===== config.mk =====
export PLATFORM = sky130hd
export DESIGN_NAME = sc_phase_generator
export DESIGN_NICKNAME = d
export VERILOG_FILES = /design/src/rtl/sc_phase_generator.sv
export SDC_FILE = /design/constraint.sdc
export NUM_CORES = 1
export LEC_CHECK = 0
export CORE_ASPECT_RATIO = 0.8
export CORE_MARGIN = 4
export CORE_UTILIZATION = 40
export DETAILED_ROUTE_END_ITERATION = 8
export GPL_ROUTABILITY_DRIVEN = 0
export HOLD_SLACK_MARGIN = 0.08
export PLACE_DENSITY = 0.57
export SYNTH_ARGS = -nofsm -noshare
export SYNTH_HDL_FRONTEND = slang
export SYNTH_SLANG_ARGS = --single-unit

===== constraint.sdc =====
create_clock -name clk -period 2.9 [get_ports clk]
set_input_delay 0.435 -clock clk [delete_from_list [all_inputs] [get_ports clk]]
set_output_delay 0.435 -clock clk [all_outputs]
set_load 0.1 [all_outputs]

===== src/rtl/sc_phase_generator.sv =====
// -----------------------------------------------------------------------------
// sc_phase_generator
//
// Generates the two non-overlapping switch phases (phi1, phi2) for the
// switched-capacitor filter. It also generates an early-falling phi1 (phi1e)
// for bottom-plate sampling. Phase width and dead time are programmable in
// clk cycles. They are latched only at the start of each filter cycle. A
// disable request always lets the current cycle run to its end.
//
// Ports
//   clk          in   system clock; all state updates on the rising edge
//   rst_n        in   asynchronous active-low reset
//   en           in   run request; level, sampled on the rising edge
//   half_period  in   phi1/phi2 high time in clks (values < 2 behave as 2)
//   dead_time    in   non-overlap gap in clks (value 0 behaves as 1)
//   phi1         out  phase 1 switch drive
//   phi1e        out  early phase 1; falls one clk before phi1
//   phi2         out  phase 2 switch drive
//   busy         out  high whenever the sequencer is not idle
//   cycle_done   out  one-clk pulse after each completed phi1/phi2 cycle
// -----------------------------------------------------------------------------
module sc_phase_generator #(
   parameter int CNT_W = 8
) (
   input  logic             clk,
   input  logic             rst_n,
   input  logic             en,
   input  logic [CNT_W-1:0] half_period,
   input  logic [CNT_W-1:0] dead_time,
   output logic             phi1,
   output logic             phi1e,
   output logic             phi2,
   output logic             busy,
   output logic             cycle_done
);

   typedef enum logic [2:0] {
      IDLE = 3'd0,
      PH1  = 3'd1,
      DT12 = 3'd2,
      PH2  = 3'd3,
      DT21 = 3'd4
   } state_t;

   localparam logic [CNT_W-1:0] ONE = CNT_W'(1);
   localparam logic [CNT_W-1:0] TWO = CNT_W'(2);

   state_t           state_q, state_d;
   logic [CNT_W-1:0] cnt_q, cnt_d;
   logic [CNT_W-1:0] hp_q, hp_d;
   logic [CNT_W-1:0] dt_q, dt_d;

   logic phi1_q, phi1_d;
   logic phi1e_q, phi1e_d;
   logic phi2_q, phi2_d;
   logic busy_q, busy_d;
   logic done_q, done_d;

   // Clamped configuration. It is only consumed on entry to PH1.
   logic [CNT_W-1:0] hp_clamp;
   logic [CNT_W-1:0] dt_clamp;

   assign hp_clamp = (half_period < TWO) ? TWO : half_period;
   assign dt_clamp = (dead_time == '0) ? ONE : dead_time;

   // Next-state logic. Every state is timed by the single down-counter. A
   // state is left on the cycle its counter reads zero, so a load of N-1
   // gives exactly N cycles in that state.
   always_comb begin
      // NOTE: every signal gets a default before the case, so no path leaves
      // one unassigned and no latch is inferred.
      state_d = state_q;
      cnt_d   = cnt_q;
      hp_d    = hp_q;
      dt_d    = dt_q;
      done_d  = 1'b0;

      unique case (state_q)
         IDLE: begin
            if (en) begin
               state_d = PH1;
               hp_d    = hp_clamp;
               dt_d    = dt_clamp;
               cnt_d   = hp_clamp - ONE;
            end
         end
         PH1: begin
            if (cnt_q == '0) begin
               state_d = DT12;
               cnt_d   = dt_q - ONE;
            end else begin
               cnt_d = cnt_q - ONE;
            end
         end
         DT12: begin
            if (cnt_q == '0) begin
               state_d = PH2;
               cnt_d   = hp_q - ONE;
            end else begin
               cnt_d = cnt_q - ONE;
            end
         end
         PH2: begin
            if (cnt_q == '0) begin
               state_d = DT21;
               cnt_d   = dt_q - ONE;
            end else begin
               cnt_d = cnt_q - ONE;
            end
         end
         DT21: begin
            if (cnt_q == '0) begin
               done_d = 1'b1;
               if (en) begin
                  // Relatch: config changes take effect only here.
                  state_d = PH1;
                  hp_d    = hp_clamp;
                  dt_d    = dt_clamp;
                  cnt_d   = hp_clamp - ONE;
               end else begin
                  state_d = IDLE;
                  cnt_d   = '0;
               end
            end else begin
               cnt_d = cnt_q - ONE;
            end
         end
         default: begin
            state_d = IDLE;
            cnt_d   = '0;
         end
      endcase

      // Outputs are decoded from the next state and registered. The ports
      // then change on the same edge as the state, with no decode glitches.
      phi1_d  = (state_d == PH1);
      phi1e_d = (state_d == PH1) && (cnt_d != '0);
      phi2_d  = (state_d == PH2);
      busy_d  = (state_d != IDLE);
   end

   // NOTE: sequential state uses non-blocking assignments only, so every flop
   // samples the values from before the edge.
   always_ff @(posedge clk or negedge rst_n) begin
      if (!rst_n) begin
         // NOTE: all state, including the latched config, is reset. A mid-cycle
         // reset therefore kills the phases at once and restarts from known
         // defaults.
         state_q <= IDLE;
         cnt_q   <= '0;
         hp_q    <= TWO;
         dt_q    <= ONE;
         phi1_q  <= 1'b0;
         phi1e_q <= 1'b0;
         phi2_q  <= 1'b0;
         busy_q  <= 1'b0;
         done_q  <= 1'b0;
      end else begin
         state_q <= state_d;
         cnt_q   <= cnt_d;
         hp_q    <= hp_d;
         dt_q    <= dt_d;
         phi1_q  <= phi1_d;
         phi1e_q <= phi1e_d;
         phi2_q  <= phi2_d;
         busy_q  <= busy_d;
         done_q  <= done_d;
      end
   end

   assign phi1       = phi1_q;
   assign phi1e      = phi1e_q;
   assign phi2       = phi2_q;
   assign busy       = busy_q;
   assign cycle_done = done_q;

endmodule


==> reports/results.ini <==
[sta]
rsz0062_at_grt=true
max_freq_mhz=340
finalMaxSlewViolations=0
worst_slew_pin_slew_ps=616
hold_slack_ps=514
period_share_pct=101
hold_viol=0
skew_ps=7.57
period_needed_ps=2940
setup_viol=1
worst_slack_ps=-42.9
relSlewSlack_pct=57.8

[power_and_ir_drop]
power_frac_clock_pct=41.3
ir_drop_mv=0.248
p_comb_share_pct=8.7
switching_share_pct=23.7
seqPwrFrac_pct=50.0
leakage_nw=1.14
p_per_area_nw_per_um2=328
power_uw=892
p_switching_uw=212
p_int_uw=680

[clocking]
cts_made_buffers=5
clk_pin_slew_ps=70
cts.sinks=32
clock_latency_ps=290
clock-root-buffer=clkbuf_8
htree_levels=2
cts_tree=built
clock_path_buffers=2

[cells_and_area]
multi_input_area_um2=1250
post-route-cell-area_um2=2720
instances_no_fill=336
regArea_um2=803
final.fill_count=469
finalNetCount=296
syn_to_final_growth_pct=31.0
n_antenna_cell=0
final_util_pct=54.3
drive_gt1_share_pct=30.3

[critical_path]
path_class=input port to flop
cp_data_arrival_time_ps=3120
path_max_fanout=3
critical_path_required_ps=3080
cp-end-kind=flop
start_kind=input port

[global_route]
grt_overflow_total=0
grt_pass1_vias=1852
grt_pass1_wl_um=9320
grt_max_degree=33
grt_antenna_before_repair=0
grt-busiest-layer=met2
met1_usage_pct=27.3
grt_usage_pct=19.0
met3_usage_pct=3.86
grt_use_met2_pct=28.1

[place]
dp_hpwl_um=4330
io_buffers=23
dpl_cell_area_um2=2580
dp.cells=326

[die]
dieHeight_um=72.5
core-area_um2=5010
start_util_pct=41.5
die_width_um=88.6
ios=24
placementRows=23
fp.dieArea_um2=6420

[detailed_routing]
drtPass1Iterations=4
post_drt_wl_per_cell_um=16.7
antenna_left=0
viasPerCell=5.65
post-route-drc-count=0
drtIter0Drc=78
drt-total-wl_um=5600
vias=1898

[synth]
synth_ff_type=dfrtp_1
synth_edf_count=0
synth_area_um2=2080
syn_inst=219
syn-num-nets=242
yosysWarnings=0
avgSynthCellArea_um2=9.48
ys_types=55
synthArstFlopShare_pct=100
seq_area_frac_synth_pct=38.7
synth_seq_cells=32

[job]
maxCapViolCount=0

[status]
violations=setup timing
status=finished with violations

[hold_path]
min_path_type=flop to flop

==> kinds of logic after synthesis <==
logic type	Yosys count	synth area share [%]
compound gates	47	16.6
flops	32	38.7
buf+inv	18	3.74
fa+ha+maj	4	2.41
simple gates	88	24.4
xor+xnor	17	7.17
mux	13	7.05
==> worst max-delay path: stages <==
cell and delay, ps:
buf_2 100, or4_4 570, nor3_2 120, nor2_1 70, ha_2 310, nor2b_1 50, nand3b_1 190, a21oi_2 180
o31ai_2 80, or3_1 310, or4_1 410, o31a_1 290
==> cell usage in the layout (no fill, tap or decap), types with 2 or more instances in the layout <==
cell type        netlist  layout
o31ai_1                3       2
a211oi_1               3       2
dfstp_2                2       2
nand2_2                2       2
nor3b_1                5       5
xnor2_1               12      12
o21ai_1                2       2
or3_1                  8       8
a21oi_1                3       2
nor3_2                 2       3
o21ai_2                2       2
clkinvlp_4             0       2
clkdlybuf4s50_1        0      13
or4_1                  4       4
nand2b_1               4       3
o211ai_1               3       3
clkbuf_8               0       6
ha_1                   4       3
a21o_1                 2       2
xor2_1                 5       5
inv_1                 10      10
nor3_1                 8       7
nor2_1                18      17
dfrtp_1               30      30
mux2_2                13      13
a2111oi_0              2       2
buf_4                  0      37
o22ai_1                5       5
nand3b_1               4       4
nor4_1                 3       2
and2_1                 2       2
nor2b_1                2       2
o21ai_0                8       8
buf_2                  2       2
nand2_1               18      18
==> registers in the layout, summed over array words and instances, names as in the netlist <==
signal and flops:
hp_q 8, phi2 1, phi1 1, phi1e 1, dt_q 8, cycle_done 1, busy 1, cnt_q 8
state_q 3
==> synth_stat cells (all sizes together) (2+ instances only) <==
cell,count,area share [%]
clkbuf,5,0.90
nand2b,4,1.2
nor3b,5,1.8
nor4,3,0.90
nand3b,4,1.4
or3,8,2.4
dfstp,2,2.5
a2111oi,2,0.84
dfrtp,30,36
xor2,5,2.1
inv,10,1.8
and2,3,1.0
nand2,20,3.9
o211ai,3,1.1
a211oi,3,1.1
nor2b,2,0.60
a21oi,3,0.72
buf,3,1.0
o31ai,3,1.1
nor2,18,3.3
o22ai,5,1.5
xnor2,12,5.1
mux2,13,7.0
o21ai,12,3.3
a21o,2,0.72
ha,4,2.4
nor3,10,2.9
or4,5,2.0
==> metal layers <==
metal  share of wire (%)  vias to the layer above
li1                    -                      914
met1                  48                      907
met2                  43                       64
met3                 6.7                       13
met4                 2.3                        0
met5                   0                        -
==> path summary, 6_finish.rpt <==
check / slack (ps) / cells after the start / endpoint / startpoint
worst max register to register: 100 / 10 / phi1e / cnt_q[0]
min in group asynchronous: 540 / 2 / state_q[0] / rst_n
worst min-delay path: 510 / 2 / hp_q[1] / hp_q[1]
worst min register to register: 510 / 2 / hp_q[1] / hp_q[1]
worst max-delay path: -40 / 12 / phi1e / half_period[5]
max in group asynchronous: 2030 / 2 / hp_q[1] / rst_n
==> power groups by stage <==
stage                     Combinational (mW)  Clock [mW]  Sequential, mW
after detailed placement              0.0778           0           0.455
after floorplan                       0.0163           0           0.455
after global routing                  0.0847       0.392           0.446
final                                 0.0775       0.368           0.446
after global placement                0.0772           0           0.455
after CTS                             0.0763       0.377           0.446
==> stage by stage <==
| step | worst slack [ps] | setup TNS, ps |
|---|---|---|
| 2_1_floorplan | -39.1 | -39.1 |
| 6_report | -42.9 | -42.9 |
| 4_1_cts | -131 | -131 |
| 3_3_place_gp | -545 | -845 |
| 5_1_grt | -129 | -129 |
| 3_5_place_dp | -630 | -969 |
==> final cells by class <==
class                      instances  share of cell area (%)
multi-input combinational        169                    46.0
sequential                        32                    29.5
timing repair buffer              55                    16.6
clock buffer                       6                    3.04
tap                               62                    2.85
inverter                          10                    1.38
clock inverter                     2                   0.552
==> timing repair <==
item / in CTS / in global routing
resized for setup: 17 / 6
pin swaps: 9 / 6
endpoints found under the hold margin: 0 / 0
buffers inserted: 1 / 1
setup endpoints to repair: 2 / 1
hold buffers: 0 / 0
Power figures use the tool's default switching activity.
==> edit 1, RTL diff (same settings) <==
Change the parameter `CNT_W` from 8 to 10.
--- a/src/rtl/sc_phase_generator.sv
+++ b/src/rtl/sc_phase_generator.sv
@@ -21,5 +21,5 @@
 // -----------------------------------------------------------------------------
 module sc_phase_generator #(
-   parameter int CNT_W = 8
+   parameter int CNT_W = 10
 ) (
    input  logic             clk,
Ports: changed (resized dead_time and half_period); port bits go from 24 to 28. No check against the original RTL was run, so the function may have changed too.
==> edit 1 against the original RTL <==
Register-to-register slack improved by 40 ps. Synthesized area increased by 26%. Cell area increased by 20%. Final cell count increased by 26%. Sequential cell count increased by 6. Setup slack improved by 180 ps. Total power increased to 3.4 times the old value. Count of clock-buffer cells in the layout unchanged. Fmax increased by 6.5%. Wire length increased by 33%. Critical endpoint unchanged. Largest cell class unchanged. Largest power group is now combinational cells.
==> edit 1: results (changes against the original RTL) <==
Clocking
  • Root Driver: clkbuf_8
  • Setup bufs post-CTS: 0 (-1)
  • Resized Gates After CTS: 0 (-17)

Global routing
  • GRT Total Usage: 19.4% (+0.37 points)
  • First-pass GRT wire length: 12.2 mm (+31%)
  • Largest net degree at the start of global routing: 39 (+18%)
  • Vias in the first global route: 2320 (+25%)

Placement
  • DP Area: 3150 um2 (+22%)
  • IO Port Bufs: 27 (+17%)
  • Placed cell count: 414 (+27%)
  • Detail Placement HPWL: 5.75 mm (+33%)

Detailed routing
  • DR WL met2: 3.18 mm (+32%)
  • DR vias: 2418 (+27%)
  • M1 WL: 3.67 mm (+37%)
  • DRT iter0 DRCs: 177 (+130%)
  • Wire length per cell: 17.7 um (+6.2%)
  • WL met3: 566 um (+51%)

Synthesis
  • Sequential-to-total area share from yosys stat: 36.3% (-2.3 points)
  • Syn_nets: 315 (+30%)
  • Post-synth top cells: 36 x dfrtp_1, 26 x nor2_1, 17 x mux2_2, 14 x nand2_1, 12 x xnor2_1
  • Netlist cell types: 59 (+7.3%)
  • Synth area leaders: dfrtp_1 34%, mux2_2 7.3%, xnor2_1 4.0%
  • Mapped Cells: 288 (+32%)

Timing
  • Total Neg Setup Slack: 0 ps (+42.9 ps)
  • Clk_skew: 7.51 ps (-0.0596 ps)
  • Tightest Pin Transition: 873 ps (+257 ps)

Layout
  • Nets: 364 (+23%)
  • Top flop regs: cnt_q (10), dt_q (10), hp_q (10)
  • Fill cells: 637 (+36%)
  • Finished Layout Cells: 422 (+26%)
  • Share of cells above drive strength 1: 23.1% (-7.2 points)

Run status
  • Status: finished clean

Critical path
  • CP startpoint: half_period[6]
  • Cells on worst reg2reg path: 10 (unchanged)
  • Worst-path fanout max: 4 (+1)
  • Reg2Reg Launch Point: cnt_q[1]
  • WP data arrival: 2930 ps (-190 ps)

Pwr
  • VDD IR max: 370 uV (+49%)
  • Leakage Power: 1.38 nW (+21%)

Min path
  • Min-delay worst type: primary input to asynchronous set/reset pin
## edit 1: cells by family after synthesis
group,Yosys count,synth area share (%)
XOR/XNOR,20,6.68
buffers and inverters,26,4.20
AND/OR/NAND/NOR,108,22.7
AO/OA/AOI/OAI,72,19.7
adder cells (fa/ha/maj),4,1.91
flip-flops,38,36.3
multiplexers,20,8.44
## edit 1: worst paths after layout
kind | end | slack, ps
max | phi1e | 140
min | cnt_q[7] | 250
max reg2reg | phi1e | 140
min reg2reg | hp_q[1] | 530
max in group asynchronous | cnt_q[0] | 2100
min in group clk | hp_q[1] | 530
## edit 1: area by class of cell
cell class / instances / area (um2) / share of cell area [%]
repair buffers: 59 / 493 / 15.1
inverters: 9 / 33.8 / 1.04
well taps: 84 / 105 / 3.22
clock inverters: 2 / 12.5 / 0.384
flip-flops and latches: 38 / 953 / 29.3
multi-input cells: 224 / 1580 / 48.4
clock buffers: 6 / 82.6 / 2.53
## edit 1: worst max-delay path, stage by stage
cell,delay (ps)
clkdlybuf4s50_1,410
or3_1,420
o41ai_2,290
buf_4,160
ha_1,220
and3_2,240
mux2i_1,80
o31ai_1,230
nand3_1,130
o21ba_2,240
a31oi_1,70
## edit 1: where the power goes
part           switching [mW]  leakage, nW  internal (mW)
combinational           0.893        0.853          0.760
sequential              0.226        0.477          0.726
clock                   0.199       0.0472          0.191
## edit 1: routing by layer
metal  up-vias  global-route usage (%)
li1       1179                       -
met1      1136                    29.2
met2        99                    28.1
met3         4                    3.91
met4         0                    4.91
met5         -                       0
==> edit 2, RTL diff (same flow settings) <==
Without the edit above. Re-encode `state_t` (5 states) as one-hot, 5 bits wide.
--- a/src/rtl/sc_phase_generator.sv
+++ b/src/rtl/sc_phase_generator.sv
@@ -35,10 +35,10 @@
 );
 
-   typedef enum logic [2:0] {
-      IDLE = 3'd0,
-      PH1  = 3'd1,
-      DT12 = 3'd2,
-      PH2  = 3'd3,
-      DT21 = 3'd4
+   typedef enum logic [4:0] {
+      IDLE = 5'b00001,
+      PH1  = 5'b00010,
+      DT12 = 5'b00100,
+      PH2  = 5'b01000,
+      DT21 = 5'b10000
    } state_t;
 
Check against the original RTL: no difference found for any inputs over 10 cycles, from zero or initial values and one cycle with rst_n low; not proved beyond that.
==> edit 2 against the original RTL <==
Wire length grew 3.4%. Register-to-register slack gained 170 ps. First-iteration DRC count grew 56%. Cell area grew 3.2%. Sequential cell count grew 2. Synthesized area grew 8.2%. Setup slack gained 280 ps. Critical path type unchanged. Critical endpoint unchanged. Largest cell class unchanged.
Power is left out: it rests on default switching activity, and per cell area and clock period it moved more than threefold.
==> edit 2: results (changes against the original RTL) <==
Synthesis
  • Netlist cell types: 50 (-9.1%)
  • Top_reg_cell synth: dfrtp_1
  • Post-synth top cells: 31 x dfrtp_1, 23 x nor2_1, 15 x nand2_1, 13 x inv_1, 13 x nor3_1
  • Syn_nets: 272 (+12%)
  • Mux share of post-synthesis cell area: 6.01% (-1.0 points)
  • Post-synthesis adder-cell area fraction: 2.78% (+0.37 points)
  • Post-synthesis compound-gate area fraction: 16.5% (-0.030 points)
  • Ys async rst share: 100% (unchanged)
  • Sequential-to-total area share from yosys stat: 38.0% (-0.65 points)
  • Synth area leaders: dfrtp_1 35%, mux2_2 6.0%, xnor2_1 4.3%
  • Synth Area in XOR/XNOR: 7.02% (-0.15 points)

Global routing
  • First-pass GRT wire length: 9.42 mm (+1.0%)
  • Vias in the first global route: 1849 (-0.16%)
  • Largest net degree at the start of global routing: 35 (+6.1%)
  • GRT Total Usage: 17.5% (-1.5 points)
  • Initial antenna violation count: 0 (unchanged)

Placement
  • IO Port Bufs: 23 (unchanged)
  • Detail Placement HPWL: 4.43 mm (+2.5%)

Detailed routing
  • Post-DRT Antenna Nets: 0 (unchanged)
  • DRT iter0 DRCs: 122 (+56%)
  • Routed WL: 5.79 mm (+3.4%)
  • DR vias: 1982 (+4.4%)

Timing
  • Clk_skew: 2.84 ps (-4.73 ps)
  • Tightest Pin Transition: 436 ps (-180 ps)

Layout
  • N_diodes: 0 (unchanged)
  • Nets: 311 (+5.1%)
  • Share of cells above drive strength 1: 21.5% (-8.8 points)

Clocking
  • Total CTS buffers: 5 (unchanged)
  • Clock Path Buffers: 2 (unchanged)
  • Setup bufs post-CTS: 0 (-1)
  • Worst-Skew Late Latency: 290 ps (about the same)
  • Resized Gates After CTS: 0 (-17)
  • Reg clk slew, reported paths: 70 ps (about the same)

Critical path
  • WP data arrival: 2800 ps (-320 ps)
  • Worst-path fanout max: 2 (-1)
  • Reg2Reg Launch Point: cnt_q[2]
  • CP startpoint: half_period[3]

Run status
  • Status: finished clean
edit 2: path summary, 6_finish.rpt:
path	endpoint	slack (ps)	cells past startpoint
min in group asynchronous	cycle_done	560	2
max reg2reg	phi1e	270	8
max in group asynchronous	hp_q[1]	2010	2
min reg2reg	hp_q[1]	530	2
max	phi1e	240	11
min	hp_q[1]	530	2
edit 2: layout make-up:
class / count / area, um2
Clock inverter: 1 / 5.00
Fill cell: 506 / 2630
Inverter: 13 / 48.8
Tap cell: 78 / 97.6
Timing Repair Buffer: 44 / 385
Clock buffer: 7 / 86.3
Multi-Input combinational cell: 189 / 1330
Sequential cell: 34 / 855
edit 2: stage by stage:
step           std cells  hold slack (ps)  area, um2  setup slack, ps  setup TNS, ps
2_1_floorplan        248              139       2250              296              0
3_3_place_gp         358              513       2660             -228           -228
3_5_place_dp         358              515       2660             -284           -284
4_1_cts              366              529       2750             22.7              0
5_1_grt              366              551       2810              119              0
6_report             366              526       2810              240              0
edit 2: routing by layer:
| layer | up-vias | global-route usage, % | share of wire (%) |
|---|---|---|---|
| li1 | 981 | - | - |
| met1 | 950 | 24.2 | 48 |
| met2 | 43 | 28.3 | 45 |
| met3 | 8 | 3.50 | 5.8 |
| met4 | 0 | 4.94 | 1.3 |
| met5 | - | 0 | 0 |
edit 2: cell families after synthesis:
logic type / count (synthesis)
simple gates: 100
fa+ha+maj: 5
mux: 12
buf+inv: 25
flops: 34
compound gates: 54
xor+xnor: 18
edit 2: worst reg2reg max path, stage by stage (launching register included):
cell and delay, ps:
dfrtp_1 480, or4_4 590, nor3_4 210, buf_4 180, or2_2 160, a21oi_1 70, or3_4 390, nor4_4 270
a41oi_1 130
